===== src/rtl/sm_pkg.sv =====
// rtl/sm_pkg.sv - shared types, op encodings and field helpers for sign-magnitude blocks
package sm_pkg;

  typedef enum logic [1:0] {
    IDLE = 2'd0,
    ADD  = 2'd1,
    DONE = 2'd2
  } sm_state_t;

  localparam logic OP_ADD = 1'b0;
  localparam logic OP_SUB = 1'b1;

  // Words are passed zero-extended to 64 bits; n is the magnitude width.
  function automatic logic sm_sign(input logic [63:0] word, input int n);
    return word[n[5:0]];
  endfunction

  function automatic logic [63:0] sm_mag(input logic [63:0] word, input int n);
    return word & ((64'd1 << n) - 64'd1);
  endfunction

endpackage


===== src/rtl/sm_mag_compare.sv =====
// rtl/sm_mag_compare.sv - combinational unsigned magnitude compare
module sm_mag_compare #(
  parameter int N = 8
) (
  input  logic [N-1:0] i_a,
  input  logic [N-1:0] i_b,
  output logic         o_gt,
  output logic         o_eq
);

  assign o_gt = (i_a > i_b);
  assign o_eq = (i_a == i_b);

endmodule


===== src/rtl/sm_serial_addsub.sv =====
// rtl/sm_serial_addsub.sv - bit-serial sign-magnitude adder/subtractor, one magnitude bit per clock
module sm_serial_addsub
  import sm_pkg::*;
#(
  parameter int N = 8
) (
  input  logic         clk,
  input  logic         rst,
  input  logic         start,
  input  logic         op,
  input  logic [N:0]   a,
  input  logic [N:0]   b,
  output logic         busy,
  output logic         done,
  output logic [N:0]   sum,
  output logic         ovflw
);

  localparam int            CW   = $clog2(N);
  localparam logic [CW-1:0] LAST = CW'(N - 1);

  sm_state_t     r_state;
  sm_state_t     w_state_next;
  logic [N-1:0]  r_x;
  logic [N-1:0]  r_y;
  logic [N-1:0]  r_res;
  logic          r_c;
  logic          r_eff_sub;
  logic          r_sign;
  logic [CW-1:0] r_cnt;
  logic [N:0]    r_sum;
  logic          r_ovflw;

  logic [N-1:0]  w_mag_a;
  logic [N-1:0]  w_mag_b;
  logic [N-1:0]  w_big;
  logic [N-1:0]  w_small;
  logic [N-1:0]  w_res_next;
  logic          w_gt;
  logic          w_eq;
  logic          w_a_big;
  logic          w_sb_eff;
  logic          w_eff_sub;
  logic          w_s;
  logic          w_c_next;
  logic          w_last;
  logic          w_load;

  assign w_mag_a   = N'(sm_mag(64'(a), N));
  assign w_mag_b   = N'(sm_mag(64'(b), N));
  assign w_sb_eff  = sm_sign(64'(b), N) ^ (op == OP_SUB);
  assign w_eff_sub = sm_sign(64'(a), N) ^ w_sb_eff;

  sm_mag_compare #(.N(N)) u_cmp (
    .i_a  (w_mag_a),
    .i_b  (w_mag_b),
    .o_gt (w_gt),
    .o_eq (w_eq)
  );

  assign w_a_big = w_gt | w_eq;
  assign w_big   = w_a_big ? w_mag_a : w_mag_b;
  assign w_small = w_a_big ? w_mag_b : w_mag_a;

  // Larger minus smaller is done as big + ~small + 1, so the result is never negative.
  assign w_s        = r_x[0] ^ r_y[0] ^ r_c;
  assign w_c_next   = (r_x[0] & r_y[0]) | (r_x[0] & r_c) | (r_y[0] & r_c);
  assign w_res_next = {w_s, r_res[N-1:1]};
  assign w_last     = (r_cnt == LAST);

  always_comb begin
    w_state_next = r_state;
    w_load       = 1'b0;
    case (r_state)
      IDLE: begin
        if (start) begin
          w_state_next = ADD;
          w_load       = 1'b1;
        end
      end
      ADD:     if (w_last) w_state_next = DONE;
      DONE:    w_state_next = IDLE;
      default: w_state_next = IDLE;
    endcase
  end

  always_ff @(posedge clk or posedge rst) begin
    if (rst) r_state <= IDLE;
    else     r_state <= w_state_next;
  end

  always_ff @(posedge clk or posedge rst) begin
    if (rst) begin
      r_x       <= '0;
      r_y       <= '0;
      r_res     <= '0;
      r_c       <= 1'b0;
      r_eff_sub <= 1'b0;
      r_sign    <= 1'b0;
      r_cnt     <= '0;
      r_sum     <= '0;
      r_ovflw   <= 1'b0;
    end else if (w_load) begin
      r_x       <= w_big;
      r_y       <= w_eff_sub ? ~w_small : w_small;
      r_c       <= w_eff_sub;
      r_eff_sub <= w_eff_sub;
      r_sign    <= w_a_big ? sm_sign(64'(a), N) : w_sb_eff;
      r_res     <= '0;
      r_cnt     <= '0;
    end else if (r_state == ADD) begin
      r_x   <= r_x >> 1;
      r_y   <= r_y >> 1;
      r_c   <= w_c_next;
      r_res <= w_res_next;
      r_cnt <= r_cnt + 1'b1;
      if (w_last) begin
        // A zero magnitude always carries a positive sign.
        r_sum   <= {(w_res_next != '0) & r_sign, w_res_next};
        r_ovflw <= w_c_next & ~r_eff_sub;
      end
    end
  end

  assign busy  = (r_state != IDLE);
  assign done  = (r_state == DONE);
  assign sum   = r_sum;
  assign ovflw = r_ovflw;

endmodule

===== config.mk =====
export PLATFORM = sky130hd
export DESIGN_NAME = sm_serial_addsub
export DESIGN_NICKNAME = d
export VERILOG_FILES = /design/src/rtl/sm_pkg.sv /design/src/rtl/sm_mag_compare.sv /design/src/rtl/sm_serial_addsub.sv
export SDC_FILE = /design/constraint.sdc
export NUM_CORES = 1
export LEC_CHECK = 0
export BUFFER_PORTS_ARGS = -buffer_cell sky130_fd_sc_hd__clkbuf_2
export CAP_MARGIN = 20
export CELL_PAD_IN_SITES_DETAIL_PLACEMENT = 1
export CELL_PAD_IN_SITES_GLOBAL_PLACEMENT = 1
export CORE_MARGIN = 2
export CORE_UTILIZATION = 43
export DETAILED_ROUTE_END_ITERATION = 6
export HOLD_SLACK_MARGIN = 0.15
export PLACE_DENSITY = 0.78
export SYNTH_ARGS = -nofsm -noshare
export SYNTH_HDL_FRONTEND = slang
export SYNTH_SLANG_ARGS = --single-unit

===== constraint.sdc =====
create_clock -name clk -period 2.15 [get_ports clk]
set_clock_uncertainty 0.2 [all_clocks]
set_input_delay 0.5375 -clock clk [delete_from_list [all_inputs] [get_ports clk]]
set_output_delay 0.5375 -clock clk [all_outputs]
set_load 0.005 [all_outputs]

==> out/qor.yml <==
critical_path:
  cp_slowest_stage_delay_ns: 0.34
  timing.critical_path.mode_cell: "buf_8"
  worst_setup_path_end_kind: "flop"
  slowest_stage: "a2111oi_4"
  worstPathArrival_ns: 2.25
  cp_max_fo: 8
  path_class: "input pin to flop"
  crit_required_ns: 2.14
  reg2reg_slack_ns: 0.12
  start_kind: "input pin"
  reg2reg_depth: 5
  cp_cell_sequence: "buf_8 -> inv_4 -> ha_4 -> nand2b_4 -> a2111oi_4 -> or4_4 -> buf_8 -> and2_4 -> nand2_1 -> a31oi_1"
global_routing:
  antenna_found_initial: 0
  grt_usage: 0.2450
  grt_max_degree: 42
  grt-ovfl-total: 0
  grt_pass1_wl_mm: 11.40
  grt_pass1_vias: 2378
route:
  wl_per_cell_um: 21.24
  wl_met1_mm: 3.306
  ant_nets: 0
  drc_errors: 0
  routed.top_layer: "met4"
  wl_met2_mm: 4.355
  wl_met3_um: 468
  dr.pass1.iters: 4
  drt-total-wl_mm: 8.497
  vias: 2338
  via_per_inst: 5.845
  first_iter_violations: 172
timing:
  slew_viol_final: 0
  period_needed_ns: 2.258
  tns_ns: -0.8528
  setup_ws_ns: -0.1080
  finalCritPeriodShare: 1.050
  timing.hold.ws_ns: 0.1677
  tightest_slew_ns: 0.5467
  hold_viol: 0
  rsz0062_at_grt: "true"
  setup_viol: 15
  slew_headroom: 0.6356
  fmaxAchievable_mhz: 442.9
synth:
  ys_seq_area_frac: 0.4481
  ys_ff_latch: 41
  syn_area_um2: 2290
  synthCells: 262
  synthTopCellsByArea: "dfrtp_1 (45%), nand2_1 (13%), ha_1 (5.5%), o21ai_0 (4.6%), mux2_2 (3.9%)"
  synth_top_area_frac: 0.4481
  synth_cell_types: 38
  synth_common_cells: "nand2_1 (77), dfrtp_1 (41), o21ai_0 (21), inv_1 (13)"
  synth_most_common_cell: "nand2_1"
  synth_top_area_cell: "dfrtp_1"
  ys.warnings.count: 0
  synth_ff_type: "dfrtp_1"
  async_flop_share: 1.000
  synth_edf_count: 0
  syn_area_per_cell_um2: 8.739
  syn_nets: 295
clocking:
  htreeDepth: 2
  postCtsHoldBufs: 0
  clock_latency_ns: 0.30
  root_buffer: "clkbuf_8"
  cts_buffers: 5
  clock_path_buffers: 2
  cts_sinks: 41
  tritoncts: "done"
  clkTransAtPathRegs_ns: 0.08
final_layout:
  drive_gt1_frac: 0.4121
  nets: 362
  nFillCells: 565
  diodes: 0
  seq_area_um2: 1026
  syn_to_final_growth_pct: 44.26
  multi_input_area_um2: 1384
placed_design:
  place.gp.congestion: 0.7493
  post-dp-hpwl_mm: 4.521
  port_buffers: 33
power:
  powerDensity_nw_per_um2: 1173
  power.leakage_nw: 1.538
  ir_drop_v: 0.0004353
hold_path:
  hp-class: "input pin to asynchronous set/reset pin"
floorplanning:
  initial_utilization: 0.4483
  dieArea_um2: 5924
  die_h_um: 76.97
  rows: 26
  die_w_um: 76.97
  ios: 34
  coreArea_um2: 5107
job:
  maxCapViolations: 0
outcome:
  status: "finished, violations left"
  violations: "setup timing"
kinds of logic after synthesis:
| family | share of synthesized area |
|---|---|
| adder cells (fa/ha/maj) | 0.06339 |
| AO/OA/AOI/OAI | 0.1388 |
| AND/OR/NAND/NOR | 0.2322 |
| buffers and inverters | 0.06229 |
| XOR/XNOR | 0.01148 |
| multiplexers | 0.04372 |
| flip-flops | 0.4481 |
cell usage in the layout, fill, tap and decap left out, types with 3 or more instances in the layout:
master and n:
ha_4 8, o21ai_2 5, clkbuf_2 22, nand2_1 75, o311a_1 3, o311ai_1 4, a21oi_2 4, buf_4 39
dfrtp_1 41, inv_4 4, a31oi_1 7, clkbuf_8 5, buf_8 5, and3_4 5, and3_1 9, buf_6 8
a21oi_1 3, nor2_1 3, nand3_1 9, o21ai_0 15, mux2_2 8, inv_1 6
state kept, by name, indices dropped and copies added (netlist names):
signal	cells
ovflw	1
r_res	7
r_sign	1
r_x	8
r_state	2
r_y	8
sum	9
r_cnt	3
r_c	1
r_eff_sub	1
metrics by stage:
stage / instance area (um2) / util / worst slack, ns / cells / total power [mW]
detailed placement: 2836 / 0.5554 / -0.5260 / 386 / 2.886
finish: 3303 / 0.6467 / -0.1080 / 400 / 3.875
global route: 3303 / 0.6467 / -0.1437 / 400 / 4.125
floorplan: 2409 / - / -0.1966 / 262 / 2.358
CTS: 3119 / 0.6107 / -0.07560 / 398 / 3.723
global placement: 2836 / 0.5554 / -0.4660 / 386 / 2.800
path summary, 6_finish.rpt:
| kind | start | to |
|---|---|---|
| min | rst | r_y[6] |
| min reg2reg | r_eff_sub | r_eff_sub |
| max | a[0] | r_x[3] |
| max in group asynchronous | rst | r_x[1] |
| max reg2reg | r_state[1] | r_y[7] |
| min in group clk | r_eff_sub | r_eff_sub |
power by group:
part           switching, mW  internal [mW]  total (mW)
clock network          0.288          0.461       0.750
logic                  0.979          0.764        1.74
registers              0.246           1.14        1.38
total                   1.51           2.36        3.87
what timing repair did:
item / CTS / global route
setup endpoints to repair: 17 / 17
gates cloned: 2 / 0
buffers inserted: 2 / 2
pin swaps: 12 / 18
gates resized for setup: 27 / 47
routing by layer:
metal / track usage / up-vias
li1: - / 1033
met1: 0.2766 / 1172
met2: 0.4535 / 100
met3: 0.03294 / 33
met4: 0.1161 / 0
met5: 0 / -
cell type report:
type / instances / area share
Clock buffer: 5 / 0.02083
Clock inverter: 3 / 0.01970
Inverter: 13 / 0.02538
Multi-Input combinational cell: 193 / 0.4189
Sequential cell: 41 / 0.3106
Tap cell: 70 / 0.02652
Timing Repair Buffer: 75 / 0.1780
critical path: cells and delay by family:
family	cells	cell delay (ns)
AO/OA/AOI/OAI	2	0.62
buffers and inverters	3	0.27
adder cells (fa/ha/maj)	1	0.19
AND/OR/NAND/NOR	4	0.61
(Power assumes the default switching activity.)
